--- src/rtl/hazard_ctrl_pkg.sv ---
// Shared MIPS pipeline definitions: forward-select encodings, writer-record
// types and the small helpers used by the hazard controller.
package mips_defs;

   localparam int REG_AW = 5;
   localparam int T_W    = 2;

   localparam logic [1:0] FWD_RF = 2'd0;
   localparam logic [1:0] FWD_E  = 2'd1;
   localparam logic [1:0] FWD_M  = 2'd2;
   localparam logic [1:0] FWD_W  = 2'd3;

   localparam logic [T_W-1:0] T_NONE = 2'd3;

   typedef logic [REG_AW-1:0] reg_t;
   typedef logic [T_W-1:0]    t_t;

   // E keeps both sources for ALU forwarding; later stages keep only what they still use.
   typedef struct packed {
      reg_t rs;
      reg_t rt;
      reg_t a3;
      t_t   tnew;
   } e_rec_t;

   typedef struct packed {
      reg_t rt;
      reg_t a3;
      t_t   tnew;
   } m_rec_t;

   typedef struct packed {
      reg_t a3;
      t_t   tnew;
   } w_rec_t;

   function automatic t_t sdec(input t_t x);
      return (x == '0) ? '0 : x - t_t'(1);
   endfunction

   function automatic logic src_hit(input reg_t r, input reg_t a3, input t_t tnew);
      return (a3 != '0) && (a3 == r) && (tnew == '0);
   endfunction

   function automatic logic need_stall(input reg_t r, input t_t tuse,
                                       input reg_t a3, input t_t tnew);
      return (r != '0) && (a3 == r) && (tuse < tnew);
   endfunction

endpackage

--- src/rtl/hazard_ctrl_if.sv ---
// Decoder <-> hazard controller bundle: D-stage operand info in, stall and
// forward selects out.
interface hazard_ctrl_if;
   import mips_defs::*;

   reg_t       D_rs;
   reg_t       D_rt;
   reg_t       D_A3;
   logic       D_RegWrite;
   t_t         D_Tuse_rs;
   t_t         D_Tuse_rt;
   t_t         D_Tnew;
   logic       stall;
   logic [1:0] FwdD_rs;
   logic [1:0] FwdD_rt;
   logic [1:0] FwdE_rs;
   logic [1:0] FwdE_rt;
   logic [1:0] FwdM_rt;

   modport master (
      output D_rs, D_rt, D_A3, D_RegWrite, D_Tuse_rs, D_Tuse_rt, D_Tnew,
      input  stall, FwdD_rs, FwdD_rt, FwdE_rs, FwdE_rt, FwdM_rt
   );

   modport slave (
      input  D_rs, D_rt, D_A3, D_RegWrite, D_Tuse_rs, D_Tuse_rt, D_Tnew,
      output stall, FwdD_rs, FwdD_rt, FwdE_rs, FwdE_rt, FwdM_rt
   );

endinterface

--- src/rtl/hazard_stage_reg.sv ---
// One in-flight writer record register; bubble loads an all-zero record,
// which can never match an operand because A3 is 0.
module hazard_stage_reg #(
   parameter int W = 12
) (
   input  logic         clk,
   input  logic         reset,
   input  logic         bubble,
   input  logic [W-1:0] rec_in,
   output logic [W-1:0] rec_q
);

   logic [W-1:0] rec_d;

   always_comb begin
      rec_d = bubble ? '0 : rec_in;
   end

   always_ff @(posedge clk or posedge reset) begin
      if (reset) rec_q <= '0;
      else       rec_q <= rec_d;
   end

endmodule

--- src/rtl/hazard_ctrl.sv ---
// Pipeline hazard controller: tracks E/M/W writer records and derives stall
// plus forward selects. Define HAZARD_PERF_EN to add a saturating stall counter.
module hazard_ctrl
   import mips_defs::*;
(
   input  logic        clk,
   input  logic        reset,
   hazard_ctrl_if.slave hif
`ifdef HAZARD_PERF_EN
   ,
   output logic [31:0] perf_stall_cnt
`endif
);

   e_rec_t e_d, e_q;
   m_rec_t m_d, m_q;
   w_rec_t w_d, w_q;

   logic               stall;
   reg_t [1:0]         d_op;
   t_t   [1:0]         d_tuse;
   logic [1:0]         op_stall;
   logic [1:0][1:0]    fwd_d;

   // Writes to $0 are dropped here so nothing downstream ever matches them.
   always_comb begin
      e_d      = '0;
      e_d.rs   = hif.D_rs;
      e_d.rt   = hif.D_rt;
      e_d.a3   = hif.D_RegWrite ? hif.D_A3 : '0;
      e_d.tnew = sdec(hif.D_Tnew);
      m_d      = '{rt: e_q.rt, a3: e_q.a3, tnew: sdec(e_q.tnew)};
      w_d      = '{a3: m_q.a3, tnew: sdec(m_q.tnew)};
   end

   hazard_stage_reg #(.W($bits(e_rec_t))) u_e_rec (
      .clk(clk), .reset(reset), .bubble(stall), .rec_in(e_d), .rec_q(e_q)
   );

   hazard_stage_reg #(.W($bits(m_rec_t))) u_m_rec (
      .clk(clk), .reset(reset), .bubble(1'b0), .rec_in(m_d), .rec_q(m_q)
   );

   hazard_stage_reg #(.W($bits(w_rec_t))) u_w_rec (
      .clk(clk), .reset(reset), .bubble(1'b0), .rec_in(w_d), .rec_q(w_q)
   );

   assign d_op   = {hif.D_rt, hif.D_rs};
   assign d_tuse = {hif.D_Tuse_rt, hif.D_Tuse_rs};

   // Per-operand D-stage logic: index 0 is rs, index 1 is rt.
   for (genvar i = 0; i < 2; i++) begin : g_dop
      always_comb begin
         op_stall[i] = need_stall(d_op[i], d_tuse[i], e_q.a3, e_q.tnew) ||
                       need_stall(d_op[i], d_tuse[i], m_q.a3, m_q.tnew);
         fwd_d[i]    = FWD_RF;
         if      (src_hit(d_op[i], e_q.a3, e_q.tnew)) fwd_d[i] = FWD_E;
         else if (src_hit(d_op[i], m_q.a3, m_q.tnew)) fwd_d[i] = FWD_M;
         else if (src_hit(d_op[i], w_q.a3, w_q.tnew)) fwd_d[i] = FWD_W;
      end
   end

   assign stall = |op_stall;

   always_comb begin
      hif.stall   = stall;
      hif.FwdD_rs = fwd_d[0];
      hif.FwdD_rt = fwd_d[1];

      hif.FwdE_rs = FWD_RF;
      if      (src_hit(e_q.rs, m_q.a3, m_q.tnew)) hif.FwdE_rs = FWD_M;
      else if (src_hit(e_q.rs, w_q.a3, w_q.tnew)) hif.FwdE_rs = FWD_W;

      hif.FwdE_rt = FWD_RF;
      if      (src_hit(e_q.rt, m_q.a3, m_q.tnew)) hif.FwdE_rt = FWD_M;
      else if (src_hit(e_q.rt, w_q.a3, w_q.tnew)) hif.FwdE_rt = FWD_W;

      hif.FwdM_rt = FWD_RF;
      if (src_hit(m_q.rt, w_q.a3, w_q.tnew)) hif.FwdM_rt = FWD_W;
   end

`ifdef HAZARD_PERF_EN
   logic [31:0] perf_cnt_d, perf_cnt_q;

   always_comb begin
      perf_cnt_d = perf_cnt_q;
      if (stall && (perf_cnt_q != 32'hFFFF_FFFF)) perf_cnt_d = perf_cnt_q + 32'd1;
   end

   always_ff @(posedge clk or posedge reset) begin
      if (reset) perf_cnt_q <= '0;
      else       perf_cnt_q <= perf_cnt_d;
   end

   assign perf_stall_cnt = perf_cnt_q;
`endif

endmodule

--- src/flat_wrapper.sv ---
// flat-port wrapper written by rule: the top's interface ports become plain ports
module hazard_ctrl_flat import mips_defs::*;
  (clk, reset, hif_D_rs, hif_D_rt, hif_D_A3, hif_D_RegWrite, hif_D_Tuse_rs, hif_D_Tuse_rt, hif_D_Tnew, hif_stall, hif_FwdD_rs, hif_FwdD_rt, hif_FwdE_rs, hif_FwdE_rt, hif_FwdM_rt);
  hazard_ctrl_if hif_i ();
  input  logic clk;
  input  logic reset;
  input wire logic [$bits(hif_i.D_rs)-1:0] hif_D_rs;
  input wire logic [$bits(hif_i.D_rt)-1:0] hif_D_rt;
  input wire logic [$bits(hif_i.D_A3)-1:0] hif_D_A3;
  input wire logic [$bits(hif_i.D_RegWrite)-1:0] hif_D_RegWrite;
  input wire logic [$bits(hif_i.D_Tuse_rs)-1:0] hif_D_Tuse_rs;
  input wire logic [$bits(hif_i.D_Tuse_rt)-1:0] hif_D_Tuse_rt;
  input wire logic [$bits(hif_i.D_Tnew)-1:0] hif_D_Tnew;
  output wire logic [$bits(hif_i.stall)-1:0] hif_stall;
  output wire logic [$bits(hif_i.FwdD_rs)-1:0] hif_FwdD_rs;
  output wire logic [$bits(hif_i.FwdD_rt)-1:0] hif_FwdD_rt;
  output wire logic [$bits(hif_i.FwdE_rs)-1:0] hif_FwdE_rs;
  output wire logic [$bits(hif_i.FwdE_rt)-1:0] hif_FwdE_rt;
  output wire logic [$bits(hif_i.FwdM_rt)-1:0] hif_FwdM_rt;
  assign hif_i.D_rs = hif_D_rs;
  assign hif_i.D_rt = hif_D_rt;
  assign hif_i.D_A3 = hif_D_A3;
  assign hif_i.D_RegWrite = hif_D_RegWrite;
  assign hif_i.D_Tuse_rs = hif_D_Tuse_rs;
  assign hif_i.D_Tuse_rt = hif_D_Tuse_rt;
  assign hif_i.D_Tnew = hif_D_Tnew;
  assign hif_stall = hif_i.stall;
  assign hif_FwdD_rs = hif_i.FwdD_rs;
  assign hif_FwdD_rt = hif_i.FwdD_rt;
  assign hif_FwdE_rs = hif_i.FwdE_rs;
  assign hif_FwdE_rt = hif_i.FwdE_rt;
  assign hif_FwdM_rt = hif_i.FwdM_rt;
  hazard_ctrl u_core (.clk(clk), .reset(reset), .hif(hif_i));
endmodule
--- config.mk ---
export PLATFORM = sky130hd
export DESIGN_NAME = hazard_ctrl_flat
export DESIGN_NICKNAME = d
export VERILOG_FILES = /design/src/rtl/hazard_ctrl_pkg.sv /design/src/rtl/hazard_ctrl_if.sv /design/src/rtl/hazard_stage_reg.sv /design/src/rtl/hazard_ctrl.sv /design/src/flat_wrapper.sv
export SDC_FILE = /design/constraint.sdc
export NUM_CORES = 1
export LEC_CHECK = 0
export CAP_MARGIN = 10
export CORE_ASPECT_RATIO = 0.75
export CORE_MARGIN = 10
export CORE_UTILIZATION = 53
export CTS_CLUSTER_DIAMETER = 100
export DETAILED_ROUTE_END_ITERATION = 10
export PLACE_DENSITY_LB_ADDON = 0.3
export SETUP_SLACK_MARGIN = 0.5
export SLEW_MARGIN = 20
export SYNTH_ARGS = -nofsm -noshare
export SYNTH_HDL_FRONTEND = slang
export SYNTH_SLANG_ARGS = --single-unit
export TNS_END_PERCENT = 100
--- constraint.sdc ---
create_clock -name clk -period 2.3 [get_ports clk]
set_clock_uncertainty 0.15 [all_clocks]
set_input_delay 0.46 -clock clk [delete_from_list [all_inputs] [get_ports clk]]
set_output_delay 0.46 -clock clk [all_outputs]
set_load 0.02 [all_outputs]
==> reports/qor.csv <==
stage,metric,value,unit
run_status,status,"complete, but fails checks",
clock_tree,cts_tree,done,
logic_synthesis,yosys_warnings,0,
place,gp_congestion,0.964,
cells_and_area,num-nets-final,306,
sta,drv_slew,0,
clock_tree,cts_buffers,5,
pwr,power.total,0.00164,W
sta,rsz0062_at_grt,yes,
hold_path,holdPathEnd,u_core.u_m_rec.rec_q[8]$_DFF_PP0_,
routing,drt_first_pass_iters,4,
logic_synthesis,synth_top_area_share,41.9,%
worst_setup_path,crit_cells,7,
logic_synthesis,synthFlopType,dfrtp_1,
floorplanning,start_util,56.9,%
logic_synthesis,ys_seq_area_share,41.9,%
sta,final-hold-violation-count,0,
worst_setup_path,cp-end-kind,primary output,
logic_synthesis,avgSynthCellArea,10.5,um2
worst_setup_path,reg2reg_slack,0.33,ns
hold_path,whs_path_depth,0,
global_routing,grt.total_usage,17.7,%
worst_setup_path,critPathArrivalTime,1.90,ns
logic_synthesis,synth_edf_count,0,
place,dp_hpwl,4140,um
logic_synthesis,syn_inst,204,
worst_setup_path,critical-path-slowest-cell,ha_1,
sta,fin_ws,-0.209,ns
worst_setup_path,worstPathRequired,1.69,ns
floorplanning,coreArea,0.00378,mm2
logic_synthesis,yosysMostFrequentCell,xor2_1,
sta,tns,-1.00,ns
logic_synthesis,syn-cell-area,0.00215,mm2
global_routing,grt_pass1_vias,1913,
routing,routedWlPerCell,18.8,um
logic_synthesis,synth_nets,232,
clock_tree,cts.htree.levels,2,
pwr,p_leak,1.50,nW
sta,timing.fmax,0.398,GHz
sta,timing.final.crit_period,2.51,ns
floorplanning,die_y,75.2,um
clock_tree,clock_sinks,36,
worst_setup_path,ff2ff_path_depth,8,
worst_setup_path,cp.buffers_inverters,2,
routing,drc,0,
floorplanning,rows,19,
routing,routed_wl,6210,um
routing,antenna_left,0,
sta,worst_slew_pin_slew,0.449,ns
run_status,violations,negative setup slack,
worst_setup_path,crit_fanout,2,
place,io_buffers,34,
floorplanning,die-area,0.00703,mm2
logic_synthesis,synthTopCellsByArea,"dfrtp_1 (42%), xor2_1 (16%), xnor2_1 (6.1%)",
hold_path,worst_hold_startpoint,u_core.u_e_rec.rec_q[8]$_DFF_PP0_,
floorplanning,io-pin-count,35,
global_routing,antenna_found_initial,0,
global_routing,grt_pass1_wl,9630,um
cells_and_area,drive_above_1_share,45.5,%
worst_setup_path,crit_family,simple AND/OR/NAND/NOR gates,
pwr,irDropWorstVdd,0.425,mV
worst_setup_path,crit_type,in -> out,
clock_tree,clock_latency,0.29,ns
logic_synthesis,synth_top_area_cell,dfrtp_1,
logic_synthesis,synth_common_cells,"xor2_1 (40), dfrtp_1 (36), xnor2_1 (15), nor3_1 (14), nand2_1 (10)",
cells_and_area,nFillCells,210,
worst_setup_path,r2r-start,u_core.u_m_rec.rec_q[1]$_DFF_PP0_,
worst_setup_path,max_stage_delay,0.31,ns
logic_synthesis,ys_types,32,
clock_tree,clk_path_buf_depth,2,
sta,period_share,109,%
job,drv_cap,0,
worst_setup_path,start_kind,input port,
clock_tree,cts.clk_slew.worst_paths,0.07,ns
hold_path,hold_class,reg -> reg,
routing,avgViaCountPerCell,5.39,
clock_tree,hold_buffers,0,
floorplanning,die_w,93.5,um
clock_tree,root_buffer,clkbuf_8,
worst_setup_path,r2r-end,u_core.u_e_rec.rec_q[0]$_DFF_PP0_,
global_routing,grt_overflow_total,0,
logic_synthesis,async_flop_share,100,%
routing,vias,1785,
place,dp_slack,-0.853,ns
worst_setup_path,path_cells,clkdlybuf4s15_1 -> ha_1 -> a21oi_1 -> and3_1 -> o22a_2 -> or2_4 -> buf_6,
pwr,power_density,519,mW/mm2
logic_synthesis,ys_ff_latch,36,
cells_and_area,area_growth_syn_to_layout,47.1,%
global_routing,grt_max_degree,37,
routing,drtIter0Drc,66,
sta,setup_viol,11,
sta,max_slew_margin,70.1,%
cells_and_area,n_antenna_cell,0,
## cell type report
class / instances / area, um2 / area share [%]
repair buffers: 80 / 724 / 22.9
inverters: 3 / 11.3 / 0.356
flip-flops and latches: 36 / 908 / 28.7
multi-input cells: 152 / 1360 / 43.0
well taps: 52 / 65.1 / 2.06
clock buffers: 7 / 86.3 / 2.73
clock inverters: 1 / 7.51 / 0.237
## sequential cells by signal (all words and copies together), names as in the netlist
signal,flops
u_core.u_m_rec.rec_q,12
u_core.u_e_rec.rec_q,17
u_core.u_w_rec.rec_q,7
## layer usage
layer	part of all wire [%]	up-vias	global-route usage, %	wire [um]
li1	-	822	-	-
met1	42	886	21.6	2620
met2	50	64	29.3	3090
met3	6.2	13	3.87	384
met4	1.9	0	8.74	118
met5	0	-	0	0
## stage by stage
stage	instances	hold slack [ns]	instance area, um2	utilization (%)
finish	331	0.305	3160	83.7
global route	331	0.312	3160	83.7
CTS	324	0.299	2980	78.9
detailed placement	311	0.283	2800	73.9
global placement	311	0.280	2800	73.9
floorplan	204	0.199	2270	-
## layout by cell type, fill, tap and decap left out, types with 2 or more instances in the layout
| cell | netlist | layout |
|---|---|---|
| buf_4 | 1 | 42 |
| xor2_1 | 40 | 34 |
| dfrtp_1 | 36 | 30 |
| xnor2_1 | 15 | 15 |
| buf_6 | 1 | 13 |
| nor3_2 | 5 | 10 |
| nor3b_2 | 6 | 9 |
| clkdlybuf4s50_1 | 0 | 9 |
| nor2_1 | 9 | 8 |
| nor3_1 | 14 | 8 |
| nand2_1 | 10 | 8 |
| nand4_1 | 7 | 7 |
| xor2_2 | 0 | 6 |
| clkbuf_8 | 0 | 6 |
| dfrtp_2 | 0 | 6 |
| and2_1 | 5 | 5 |
| clkdlybuf4s15_1 | 0 | 5 |
| a21oi_1 | 6 | 4 |
| clkdlybuf4s15_2 | 0 | 4 |
| nand2b_1 | 4 | 3 |
| and3_1 | 4 | 3 |
| clkbuf_2 | 1 | 3 |
| inv_2 | 0 | 2 |
| a21oi_2 | 0 | 2 |
| or2_1 | 3 | 2 |
| nor3_4 | 1 | 2 |
| nor2b_4 | 0 | 2 |
| a21o_1 | 2 | 2 |
| a22oi_2 | 0 | 2 |
| nand2_2 | 0 | 2 |
| ha_4 | 0 | 2 |
| ha_1 | 4 | 2 |
| dlygate4sd2_1 | 0 | 2 |
## where the power goes
part / switching (W) / internal, W / total [W]
clock: 0.000229 / 0.000243 / 0.000473
sequential: 0.0000501 / 0.000675 / 0.000725
combinational: 0.000212 / 0.000233 / 0.000445
total: 0.000492 / 0.00115 / 0.00164
## kinds of logic (layout without fill, tap and decap cells)
group                      after synthesis  in the layout  share of synthesized area, %
and+or+nand+nor                         78             78                          23.6
AOI/OAI and AO/OA                       15             15                          5.12
DFF                                     36             36                          41.9
adders and majority gates                4              4                          2.33
xor gates and xnor gates                55             55                          22.4
buffers and inverters                   16             91                          4.66
## how the worst max path moves through the flow
stage                                           start   endpoint  slack (ns)
floorplan                                 hif_D_rs[3]  hif_stall        0.20
detailed placement                        hif_D_rt[1]  hif_stall       -0.85
CTS                 u_core.u_m_rec.rec_q[5]$_DFF_PP0_  hif_stall       -0.14
finish                               hif_D_Tuse_rs[1]  hif_stall       -0.21
global placement                          hif_D_rt[1]  hif_stall       -0.82
global route        u_core.u_m_rec.rec_q[1]$_DFF_PP0_  hif_stall       -0.27
## repair_timing
action                                  CTS  global route
resized for setup                       107            26
buffers inserted                          5             6
hold endpoints to repair                  0             0
endpoints found under the setup margin   28            28
pin swaps                                22            13
gates cloned                              0             1
(Power assumes the default switching activity.)
